==> config.mk <==
export PLATFORM = sky130hd
export DESIGN_NAME = muldiv_controller
export DESIGN_NICKNAME = d
export VERILOG_FILES = /design/src/rtl/muldiv_controller.sv
export SDC_FILE = /design/constraint.sdc
export NUM_CORES = 1
export LEC_CHECK = 0
export BUFFER_PORTS_ARGS = -buffer_cell sky130_fd_sc_hd__buf_2
export CORE_ASPECT_RATIO = 1.1
export CORE_MARGIN = 2
export CORE_UTILIZATION = 37
export CTS_CLUSTER_SIZE = 24
export DETAILED_ROUTE_END_ITERATION = 12
export MAX_ROUTING_LAYER = met4
export PLACE_DENSITY_LB_ADDON = 0.3
export REMOVE_ABC_BUFFERS = 1
export SLEW_MARGIN = 10
export SYNTH_ARGS = -nofsm -noshare
export SYNTH_HDL_FRONTEND = slang
export SYNTH_SLANG_ARGS = --single-unit
==> constraint.sdc <==
create_clock -name md_i_clk -period 6.15 [get_ports md_i_clk]
set_input_delay 0.9225 -clock md_i_clk [delete_from_list [all_inputs] [get_ports md_i_clk]]
set_output_delay 0.9225 -clock md_i_clk [all_outputs]
set_load 0.02 [all_outputs]
==> src/rtl/muldiv_controller.sv <==
// muldiv_controller: iterative multiply/divide sequencer that owns the HI/LO
// registers. It runs MULT/MULTU as a 32-step shift-add multiply and DIV/DIVU
// as a 32-step restoring divide, then applies the sign fix in a final FIX cycle.
// MTHI/MTLO write HI/LO directly from idle.
// Optional feature: define MULDIV_EARLY_OUT_EN so a multiply finishes as soon
// as the remaining multiplier bits are all zero.
module muldiv_controller #(
  parameter int DWIDTH      = 32,
  parameter int FUNCT_WIDTH = 6
) (
  input  logic                   md_i_clk,
  input  logic                   md_i_rst,
  input  logic                   md_i_start,
  input  logic [FUNCT_WIDTH-1:0] md_i_funct,
  input  logic [DWIDTH-1:0]      md_i_rs,
  input  logic [DWIDTH-1:0]      md_i_rt,
  input  logic                   md_i_mf_req,
  input  logic                   md_i_flush,
  output logic                   md_o_busy,
  output logic                   md_o_stall,
  output logic                   md_o_done,
  output logic [DWIDTH-1:0]      md_o_hi,
  output logic [DWIDTH-1:0]      md_o_lo
);

  localparam int AW = 2 * DWIDTH;
  localparam int CW = $clog2(DWIDTH) + 1;
  localparam logic [CW-1:0] CNT_LOAD = CW'(DWIDTH);
  localparam logic [CW-1:0] CNT_ONE  = CW'(1);

  localparam logic [FUNCT_WIDTH-1:0] F_MULT  = FUNCT_WIDTH'('h18);
  localparam logic [FUNCT_WIDTH-1:0] F_MULTU = FUNCT_WIDTH'('h19);
  localparam logic [FUNCT_WIDTH-1:0] F_DIV   = FUNCT_WIDTH'('h1A);
  localparam logic [FUNCT_WIDTH-1:0] F_DIVU  = FUNCT_WIDTH'('h1B);
  localparam logic [FUNCT_WIDTH-1:0] F_MTHI  = FUNCT_WIDTH'('h11);
  localparam logic [FUNCT_WIDTH-1:0] F_MTLO  = FUNCT_WIDTH'('h13);

  localparam logic [1:0] S_IDLE = 2'd0;
  localparam logic [1:0] S_MUL  = 2'd1;
  localparam logic [1:0] S_DIV  = 2'd2;
  localparam logic [1:0] S_FIX  = 2'd3;

  // Two's-complement negation of a single-width word.
  function automatic logic [DWIDTH-1:0] neg_w(input logic [DWIDTH-1:0] v);
    return ~v + DWIDTH'(1);
  endfunction

  // Two's-complement negation of a double-width product.
  function automatic logic [AW-1:0] neg_d(input logic [AW-1:0] v);
    return ~v + AW'(1);
  endfunction

  // Magnitude of an operand; unsigned ops pass the raw value through.
  function automatic logic [DWIDTH-1:0] mag(input logic signed [DWIDTH-1:0] v,
                                            input logic sgn);
    return (sgn && (v < 0)) ? neg_w(v) : v;
  endfunction

  // Control state
  logic [1:0]        state;
  logic [CW-1:0]     cnt;
  logic              done_q;
  logic              op_div;
  logic              sign_q;
  logic              sign_r;
  logic              div_zero;

  // Datapath state
  logic [AW-1:0]     acc;      // multiply: partial product; divide: {rem, quo}
  logic [DWIDTH-1:0] op_a;     // multiplicand magnitude or divisor magnitude
  logic [DWIDTH-1:0] op_b;     // remaining multiplier bits
  logic [DWIDTH-1:0] rs_raw;   // dividend as issued, returned on divide by zero
  logic [DWIDTH-1:0] hi_q;
  logic [DWIDTH-1:0] lo_q;

  // Operand views and decode
  logic signed [DWIDTH-1:0] rs_s;
  logic signed [DWIDTH-1:0] rt_s;
  logic is_mul, is_dv, is_sgn, is_mthi, is_mtlo;

  assign rs_s = md_i_rs;
  assign rt_s = md_i_rt;

  // Decode the issued funct code into operation class and signedness.
  always_comb begin
    is_mul  = (md_i_funct == F_MULT) || (md_i_funct == F_MULTU);
    is_dv   = (md_i_funct == F_DIV)  || (md_i_funct == F_DIVU);
    is_sgn  = (md_i_funct == F_MULT) || (md_i_funct == F_DIV);
    is_mthi = (md_i_funct == F_MTHI);
    is_mtlo = (md_i_funct == F_MTLO);
  end

  // Per-step arithmetic for both iterative engines
  logic [DWIDTH:0]          mul_add;
  logic [AW-1:0]            mul_step;
  logic [AW-1:0]            mul_acc_nx;
  logic                     mul_last;
  logic                     mul_early;
  logic [DWIDTH:0]          rem_sh;
  logic signed [DWIDTH+1:0] trial;
  logic                     div_ok;
  logic [AW-1:0]            div_step;

  // One shift-add multiply step and one restoring-divide step from current state.
  always_comb begin
    mul_add  = op_b[0] ? ({1'b0, acc[AW-1:DWIDTH]} + {1'b0, op_a})
                       : {1'b0, acc[AW-1:DWIDTH]};
    mul_step = {mul_add, acc[DWIDTH-1:1]};
    mul_last = (cnt == CNT_ONE);
`ifdef MULDIV_EARLY_OUT_EN
    // Once the unconsumed multiplier bits are all zero, the remaining steps
    // only shift, so collapse them into a single barrel shift.
    mul_early  = (op_b[DWIDTH-1:1] == '0) && !mul_last;
    mul_acc_nx = mul_early ? (mul_step >> (cnt - CNT_ONE)) : mul_step;
`else
    mul_early  = 1'b0;
    mul_acc_nx = mul_step;
`endif
    rem_sh   = {acc[AW-1:DWIDTH], acc[DWIDTH-1]};
    trial    = $signed({1'b0, rem_sh} - {2'b00, op_a});
    div_ok   = (trial >= 0);
    div_step = div_ok ? {trial[DWIDTH-1:0], acc[DWIDTH-2:0], 1'b1}
                      : {rem_sh[DWIDTH-1:0], acc[DWIDTH-2:0], 1'b0};
  end

  // Sign-corrected results presented in the FIX cycle
  logic [AW-1:0]     fix_prod;
  logic [DWIDTH-1:0] fix_quo;
  logic [DWIDTH-1:0] fix_rem;

  // Apply the latched sign flags to the unsigned engine results.
  always_comb begin
    fix_prod = sign_q ? neg_d(acc) : acc;
    fix_quo  = sign_q ? neg_w(acc[DWIDTH-1:0]) : acc[DWIDTH-1:0];
    fix_rem  = sign_r ? neg_w(acc[AW-1:DWIDTH]) : acc[AW-1:DWIDTH];
  end

  // Sequencer: issue, iterate, fix up and write HI/LO; flush and reset abort.
  always_ff @(posedge md_i_clk) begin
    if (!md_i_rst) begin
      state    <= S_IDLE;
      cnt      <= '0;
      done_q   <= 1'b0;
      op_div   <= 1'b0;
      sign_q   <= 1'b0;
      sign_r   <= 1'b0;
      div_zero <= 1'b0;
      acc      <= '0;
      op_a     <= '0;
      op_b     <= '0;
      rs_raw   <= '0;
      hi_q     <= '0;
      lo_q     <= '0;
    end else begin
      done_q <= 1'b0;
      case (state)
        S_IDLE: begin
          if (md_i_start && !md_i_flush) begin
            if (is_mul) begin
              state    <= S_MUL;
              cnt      <= CNT_LOAD;
              op_div   <= 1'b0;
              acc      <= '0;
              op_a     <= mag(rs_s, is_sgn);
              op_b     <= mag(rt_s, is_sgn);
              sign_q   <= is_sgn && (md_i_rs[DWIDTH-1] ^ md_i_rt[DWIDTH-1]);
              sign_r   <= 1'b0;
              div_zero <= 1'b0;
            end else if (is_dv) begin
              state    <= S_DIV;
              cnt      <= CNT_LOAD;
              op_div   <= 1'b1;
              acc      <= {{DWIDTH{1'b0}}, mag(rs_s, is_sgn)};
              op_a     <= mag(rt_s, is_sgn);
              op_b     <= '0;
              rs_raw   <= md_i_rs;
              sign_q   <= is_sgn && (md_i_rs[DWIDTH-1] ^ md_i_rt[DWIDTH-1]);
              sign_r   <= is_sgn && md_i_rs[DWIDTH-1];
              div_zero <= (md_i_rt == '0);
            end else if (is_mthi) begin
              hi_q <= md_i_rs;
            end else if (is_mtlo) begin
              lo_q <= md_i_rs;
            end
          end
        end
        S_MUL: begin
          if (md_i_flush) begin
            state <= S_IDLE;
          end else begin
            acc  <= mul_acc_nx;
            op_b <= op_b >> 1;
            cnt  <= mul_early ? '0 : (cnt - CNT_ONE);
            if (mul_last || mul_early) state <= S_FIX;
          end
        end
        S_DIV: begin
          if (md_i_flush) begin
            state <= S_IDLE;
          end else begin
            acc <= div_step;
            cnt <= cnt - CNT_ONE;
            if (mul_last) state <= S_FIX;
          end
        end
        S_FIX: begin
          state <= S_IDLE;
          if (!md_i_flush) begin
            done_q <= 1'b1;
            if (op_div) begin
              if (div_zero) begin
                hi_q <= rs_raw;
                lo_q <= '1;
              end else begin
                hi_q <= fix_rem;
                lo_q <= fix_quo;
              end
            end else begin
              hi_q <= fix_prod[AW-1:DWIDTH];
              lo_q <= fix_prod[DWIDTH-1:0];
            end
          end
        end
        default: state <= S_IDLE;
      endcase
    end
  end

  assign md_o_busy  = (state != S_IDLE);
  assign md_o_stall = md_o_busy && (md_i_start || md_i_mf_req);
  assign md_o_done  = done_q;
  assign md_o_hi    = hi_q;
  assign md_o_lo    = lo_q;

endmodule

==> reports/metrics.csv, run 1 <==
stage,metric,value,unit
setup_path,crit_path_max_fanout,61,
yosys,synth_area_leaders,"dfxtp_1, nand2_1, a21oi_1",
setup_path,r2r_cells,13,
routing,num_vias,19500,
cells_and_area,fin_area,20300,um2
setup_path,worstPathArrival,4.67,ns
sta,fin_skew,0.0190,ns
cells_and_area,utilization,41.5,%
pwr,power_density,263,nW/um2
clock_tree,cts_sinks,237,
routing,drtPass1Iterations,7,
pwr,vdd_drop_max,257,uV
setup_path,regToRegSetupSlack,1.97,ns
routing,ant_nets,0,
placed_design,placed_area,19300,um2
sta,min_period,4.18,ns
setup_path,worst_setup_path_start_kind,flip-flop,
yosys,yosysTopAreaCellShare,26.0,%
setup_path,r2r_end,acc[57],
clock_tree,ctsHoldBuffers,0,
pwr,power_leakage,7.78,nW
die,rows,85,
routing,drc,0,
hold_path,min_path_cells,2,
clock_tree,post_cts_buffers,0,
die,die_area,51100,um2
yosys,avgSynthCellArea,7.38,um2
routing,viasPerCell,6.17,
hold_path,min_to,md_o_lo[6],
cells_and_area,layout.nets,2630,
clock_tree,cts_tree,built,
clock_tree,clkTransAtPathRegs,0.06,ns
die,start_util,37.4,%
global_route,antenna_found_initial,1,
sta,fin_tns_setup,0,ns
yosys,seq_area_frac_synth,26.0,%
sta,timing.final.hold_violations,0,
yosys,ys_ff_latch,237,
run,max_cap_viol_count,0,
yosys,yosysTopAreaCell,dfxtp_1,
sta,setup_viol,0,
yosys,ys.flop_type,dfxtp_1,
sta,slew-limit-headroom,17.1,%
sta,tightest_slew,1.23,ns
setup_path,reg2reg_from,state[0],
die,core,48800,um2
setup_path,required,6.64,ns
routing,wirelength,74.4,mm
sta,slew_viol_final,0,
yosys,yosysUniqueCellTypes,87,
setup_path,cp-end-kind,flip-flop,
placed_design,routabilityCongestion,0.972,
yosys,yosysWarnings,0,
routing,routedWlPerCell,23.6,um
clock_tree,clk_path_buf_depth,3,
global_route,grt_pass1_wl,112,mm
die,ios,142,
global_route,grt_pass1_vias,18000,
cells_and_area,area_growth,11.0,%
die,die_w,216,um
clock_tree,root_buffer,clkbuf_16,
clock_tree,cts_resized,0,
yosys,synth_enable_flop_cells,0,
run_status,status,"complete, no violations",
yosys,synth_most_common_cell,nand2_1,
routing,drtIter0Drc,1960,
die,die_y,237,um
yosys,synth_common_cells,"nand2_1, a21oi_1, dfxtp_1",
sta,max_freq,0.239,GHz
global_route,grt_max_degree,96,
placed_design,io_buffers,141,
global_route,grt_overflow,0,
yosys,syn_area,18300,um2
setup_path,crit_type,reg2reg,
cells_and_area,post_route_cells_drive_above_1_share,11.3,%
sta,rsz0062_at_grt,false,
placed_design,dpl.hpwl,54.9,mm
clock_tree,numCtsBuffers,27,
clock_tree,clk_latency,0.58,ns
yosys,postSynth.asyncResetShare,0,%
global_route,grt.total_usage,28.8,%
sta,min_period_over_period,67.9,%
hold_path,hold_start,md_o_lo[6],
clock_tree,cts_max_level,1,
yosys,netlist_instances,2475,
hold_path,hold_class,reg2reg,
[sequential cells by signal (all words and copies together) (netlist names)]
signal and flops:
acc 64, md_o_hi 32, md_o_lo 32, op_a 32
op_b 32, rs_raw 32, cnt 6, state 2
div_zero 1, md_o_done 1, op_div 1, sign_q 1
sign_r 1
[worst max-delay path: stages, from the launching register on]
cell	delay (ns)
dfxtp_1	0.37
inv_1	0.09
ha_1	0.19
buf_4	0.27
o31ai_1	0.29
nand2_1	0.14
a21oi_4	0.12
buf_4	0.49
nand2_1	0.27
nor2_1	0.35
nand2_1	0.55
nor2_1	0.59
o21ai_0	0.21
o211ai_1	0.15
[per-stage QoR]
stage | setup WS [ns] | hold WS [ns] | power (mW) | instances
after floorplan | 0.351 | 0.432 | 2.93 | 2267
after global placement | 2.08 | 0.439 | 3.53 | 3101
after detailed placement | 1.92 | 0.444 | 3.54 | 3101
after CTS | 2.07 | 0.453 | 5.30 | 3151
after global routing | 1.59 | 0.459 | 5.55 | 3152
final | 1.97 | 0.452 | 5.32 | 3153
[cell families after synthesis]
family / Yosys count / synth area share (%)
DFF: 237 / 26.0
adders and majority gates: 77 / 5.36
buffers and inverters: 272 / 5.80
xor gates and xnor gates: 175 / 8.39
AOI/OAI and AO/OA: 887 / 31.7
and+or+nand+nor: 783 / 20.3
muxes: 44 / 2.45
[cell type report]
class | count | area, um2
inverters | 64 | 243
well taps | 652 | 816
repair buffers | 182 | 1010
fillers | 5065 | 28600
multi-input cells | 1966 | 12500
diodes | 2 | 5.00
flip-flops and latches | 237 | 4750
clock buffers | 40 | 795
clock inverters | 10 | 154
[how the worst max path moves through the flow]
stage                   from      end
6_report            state[0]  acc[57]
5_1_grt             state[0]  acc[57]
4_1_cts             state[0]  acc[57]
3_5_place_dp   md_i_funct[2]  acc[57]
3_3_place_gp   md_i_funct[2]  acc[57]
2_1_floorplan       state[0]  acc[58]
[layout by cell type (no fill, tap or decap), types with 17 or more instances in the layout]
master	Yosys	final
inv_1	62	62
buf_4	0	41
o211ai_1	31	31
xor2_1	71	71
a22oi_1	33	33
or3_1	19	19
nand4_1	17	17
dfxtp_1	237	236
o21ai_0	195	195
a21oi_1	241	239
nand2_1	332	331
nand3_1	68	68
xnor2_1	104	104
nor2_1	158	156
nor3_1	40	39
buf_2	12	141
a31oi_1	52	52
clkbuf_16	0	27
mux2i_1	38	38
o221ai_1	64	64
nand2b_1	25	25
ha_1	75	74
a211oi_1	49	49
a21o_1	35	34
nor4_1	22	22
o31ai_1	30	30
[power breakdown]
group          switching [mW]  total [mW]  internal (mW)
registers               0.199        1.85           1.65
clock network           0.711        1.77           1.06
logic                    1.14        1.71          0.566
[routing by layer]
layer	wire length (um)	part of all wire (%)	global-route usage (%)
met3	6170	8.3	5.24
met4	3560	4.8	12.4
met2	34000	46	45.6
met1	30600	41	36.0
met5	0	0	-
Power figures use the tool's default switching activity.
==> run 2, diff against run 1 <==
ABC_AREA = 1   (was default)
clock period = 3.7 ns   (was 6.15 ns; I/O delays follow)
==> reports/metrics.csv, run 2 <==
stage,metric,value,unit,change
run_status,status,"complete, no violations",,unchanged
sta,slew_viol_final,0,,unchanged
cells_and_area,final_common_cell,nand2_1,,unchanged
pwr,combPwrFrac,51.1,%,was 32.1%
sta,slew-limit-headroom,28.8,%,was 17.1%
die,rows,92,,was 85
clock_tree,clk_path_buf_depth,3,,unchanged
cells_and_area,largest_register,acc,,unchanged
setup_path,worstPathArrival,3.57,ns,was 4.67 ns
cells_and_area,fin_area,23800,um2,"was 20,300 um2"
setup_path,cp-end-kind,flip-flop,,unchanged
global_route,grt_overflow,0,,unchanged
yosys,yosysUniqueCellTypes,54,,was 87
placed_design,routabilityCongestion,1.09,,was 0.972
cells_and_area,final_cell_mix,"nand2_1, inv_1, nor2_1, a21oi_1, nand3_1",,"was nand2_1, a21oi_1, dfxtp_1, o21ai_0, nor2_1"
placed_design,io_buffers,141,,unchanged
clock_tree,post_cts_buffers,0,,unchanged
die,die_area,59700,um2,"was 51,100 um2"
sta,fin_skew,0.0308,ns,was 0.0190 ns
clock_tree,cts_resized,0,,unchanged
yosys,synth_common_cells,"nand2_1, inv_1, nor2_1",,"was nand2_1, a21oi_1, dfxtp_1"
routing,viasPerCell,5.59,,was 6.17
clock_tree,numCtsBuffers,28,,was 27
hold_path,hold_class,in2reg,,was reg2reg
yosys,ys.flop_type,dfxtp_1,,unchanged
routing,drc,0,,unchanged
pwr,p_seq_share,24.5,%,was 34.7%
die,ios,142,,unchanged
clock_tree,cts_sinks,237,,unchanged
die,start_util,37.4,%,about the same
yosys,seq_area_frac_synth,22.2,%,was 26.0%
setup_path,worst_setup_path_start_kind,flip-flop,,unchanged
yosys,postSynth.asyncResetShare,0,%,unchanged
cells_and_area,largest_reg_flops,64,,unchanged
cells_and_area,post_route_cells_drive_above_1_share,8.87,%,was 11.3%
setup_path,path_cells,ha_1 -> nand2_2 -> nor2_2 -> nand3_1 -> nand3_2 -> nand2_1 -> nand2_2 -> nand2_4 -> nand2_4 -> nand2_2 -> nand2_1 -> nand2_1 -> nand2_1 -> nand2_1 -> a21oi_1,,was inv_1 -> ha_1 -> buf_4 -> o31ai_1 -> nand2_1 -> a21oi_4 -> buf_4 -> nand2_1 -> nor2_1 -> nand2_1 -> nor2_1 -> o21ai_0 -> o211ai_1
routing,drtPass1Iterations,7,,unchanged
sta,max_freq,0.327,GHz,was 0.239 GHz
pwr,pwr-share-clk,24.4,%,was 33.2%
placed_design,placed_area,22800,um2,"was 19,300 um2"
sta,min_period,3.06,ns,was 4.18 ns
run,max_cap_viol_count,0,,unchanged
cells_and_area,area_growth,11.3,%,was 11.0%
pwr,power.switching,6.11,mW,was 2.05 mW
yosys,netlist_instances,3771,,"was 2,475"
setup_path,critical_path.most_common_cell,nand2_1,,unchanged
pwr,vdd_drop_max,367,uV,was 257 uV
yosys,yosysWarnings,0,,unchanged
routing,routedWlPerCell,22.1,um,was 23.6 um
yosys,syn_area,21400,um2,"was 18,300 um2"
clock_tree,clk_latency,0.60,ns,was 0.58 ns
cells_and_area,layout.nets,3996,,"was 2,630"
clock_tree,cts_max_level,1,,unchanged
cells_and_area,multiInputGateArea,14200,um2,"was 12,500 um2"
yosys,avgSynthCellArea,5.67,um2,was 7.38 um2
cells_and_area,nFillCells,6421,,"was 5,065"
clock_tree,root_buffer,clkbuf_16,,unchanged
die,die_w,233,um,was 216 um
die,core,57200,um2,"was 48,800 um2"
routing,num_vias,25800,,"was 19,500"
setup_path,crit_slowest_cell,dfxtp_1,,was nor2_1
cells_and_area,seq_area,4750,um2,unchanged
global_route,antenna_found_initial,2,,was 1
yosys,synth_most_common_cell,nand2_1,,unchanged
die,die_y,256,um,was 237 um
routing,wirelength,102,mm,was 74.4 mm
placed_design,dpl.hpwl,81.0,mm,was 54.9 mm
sta,tightest_slew,1.07,ns,was 1.23 ns
yosys,synth_enable_flop_cells,0,,unchanged
sta,rsz0062_at_grt,false,,unchanged
yosys,ys_ff_latch,237,,unchanged
yosys,yosysTopAreaCellShare,22.2,%,was 26.0%
setup_path,crit_path_max_fanout,33,,was 61
sta,min_period_over_period,82.6,%,was 67.9%
cells_and_area,utilization,41.6,%,was 41.5%
clock_tree,clkTransAtPathRegs,0.06,ns,about the same
setup_path,critPathMaxStageDelay,0.68,ns,was 0.59 ns
setup_path,crit_type,reg2reg,,unchanged
global_route,grt_pass1_wl,151,mm,was 112 mm
yosys,yosysTopAreaCell,dfxtp_1,,unchanged
sta,timing.final.hold_violations,0,,unchanged
global_route,grt_pass1_vias,23900,,"was 18,000"
setup_path,required,4.21,ns,was 6.64 ns
pwr,power_density,513,nW/um2,was 263 nW/um2
routing,ant_nets,0,,unchanged
routing,drtIter0Drc,3140,,"was 1,960"
clock_tree,cts_tree,built,,unchanged
global_route,grt_max_degree,88,,was 96
pwr,power_leakage,11.7,nW,was 7.78 nW
pwr,swShare,50.1,%,was 38.6%
sta,setup_viol,0,,unchanged
global_route,grt.total_usage,34.4,%,was 28.8%
clock_tree,ctsHoldBuffers,0,,unchanged
yosys,synth_area_leaders,"dfxtp_1, nand2_1, inv_1",,"was dfxtp_1, nand2_1, a21oi_1"
pwr,p_int,6.10,mW,was 3.27 mW
-- run 2: cell families (layout without fill, tap and decap cells) --
| kind of cell | count (synthesis) | count (layout) | synth area share (%) |
|---|---|---|---|
| simple gates | 1999 | 1999 | 38.8 |
| compound gates | 736 | 736 | 19.2 |
| buf+inv | 631 | 726 | 11.5 |
| flops | 237 | 237 | 22.2 |
| xor+xnor | 91 | 91 | 3.73 |
| fa+ha+maj | 77 | 77 | 4.58 |
| other cells | 0 | 1 | 0 |
-- run 2: path summary, 6_finish.rpt --
kind,startpoint,to,slack [ns],depth (start not counted)
min,md_i_flush,md_o_done,0.26,2
max,acc[38],acc[63],0.64,15
max reg2reg,acc[38],acc[63],0.64,15
min reg2reg,op_b[31],op_b[31],0.47,2
-- run 2: worst max-delay path, delay by kind of cell (launching register included) --
| kind | cells | cell delay (ns) |
|---|---|---|
| adder cells (fa/ha/maj) | 1 | 0.33 |
| AO/OA/AOI/OAI | 1 | 0.12 |
| flip-flops | 1 | 0.68 |
| AND/OR/NAND/NOR | 13 | 1.86 |
-- run 2: routing by layer --
layer | vias up | GRT usage [%] | wire length, um
li1 | 12400 | - | -
met1 | 11900 | 44.5 | 42400
met2 | 1334 | 51.4 | 44100
met3 | 246 | 6.31 | 9840
met4 | 0 | 16.0 | 5530
met5 | - | - | 0
-- run 2: stage by stage --
step           total power, mW  std cells  setup TNS (ns)  hold slack [ns]  worst slack [ns]
2_1_floorplan             6.79       3610          -87.97            0.445             -1.32
3_3_place_gp              9.01       4566               0            0.458             0.576
3_5_place_dp              8.99       4566               0            0.469             0.648
4_1_cts                   11.9       4618               0            0.250             0.749
5_1_grt                   12.7       4619               0            0.266             0.406
6_report                  12.2       4619               0            0.257             0.643
-- run 2: cell type report --
cell class | instances | area share, %
diodes | 1 | 0.0105
clock buffers | 39 | 3.42
clock inverters | 13 | 0.615
inverters | 470 | 7.42
multi-input cells | 2903 | 59.6
flip-flops and latches | 237 | 19.9
well taps | 752 | 3.95
repair buffers | 204 | 5.07
-- run 2: power by group through the flow --
| stage | clock network (mW) | registers, mW | logic [mW] |
|---|---|---|---|
| detailed placement | 0 | 3.04 | 5.95 |
| floorplan | 0 | 3.01 | 3.78 |
| global route | 3.10 | 3.02 | 6.63 |
| CTS | 2.99 | 2.98 | 5.98 |
| global placement | 0 | 3.04 | 5.97 |
| finish | 2.98 | 2.99 | 6.24 |
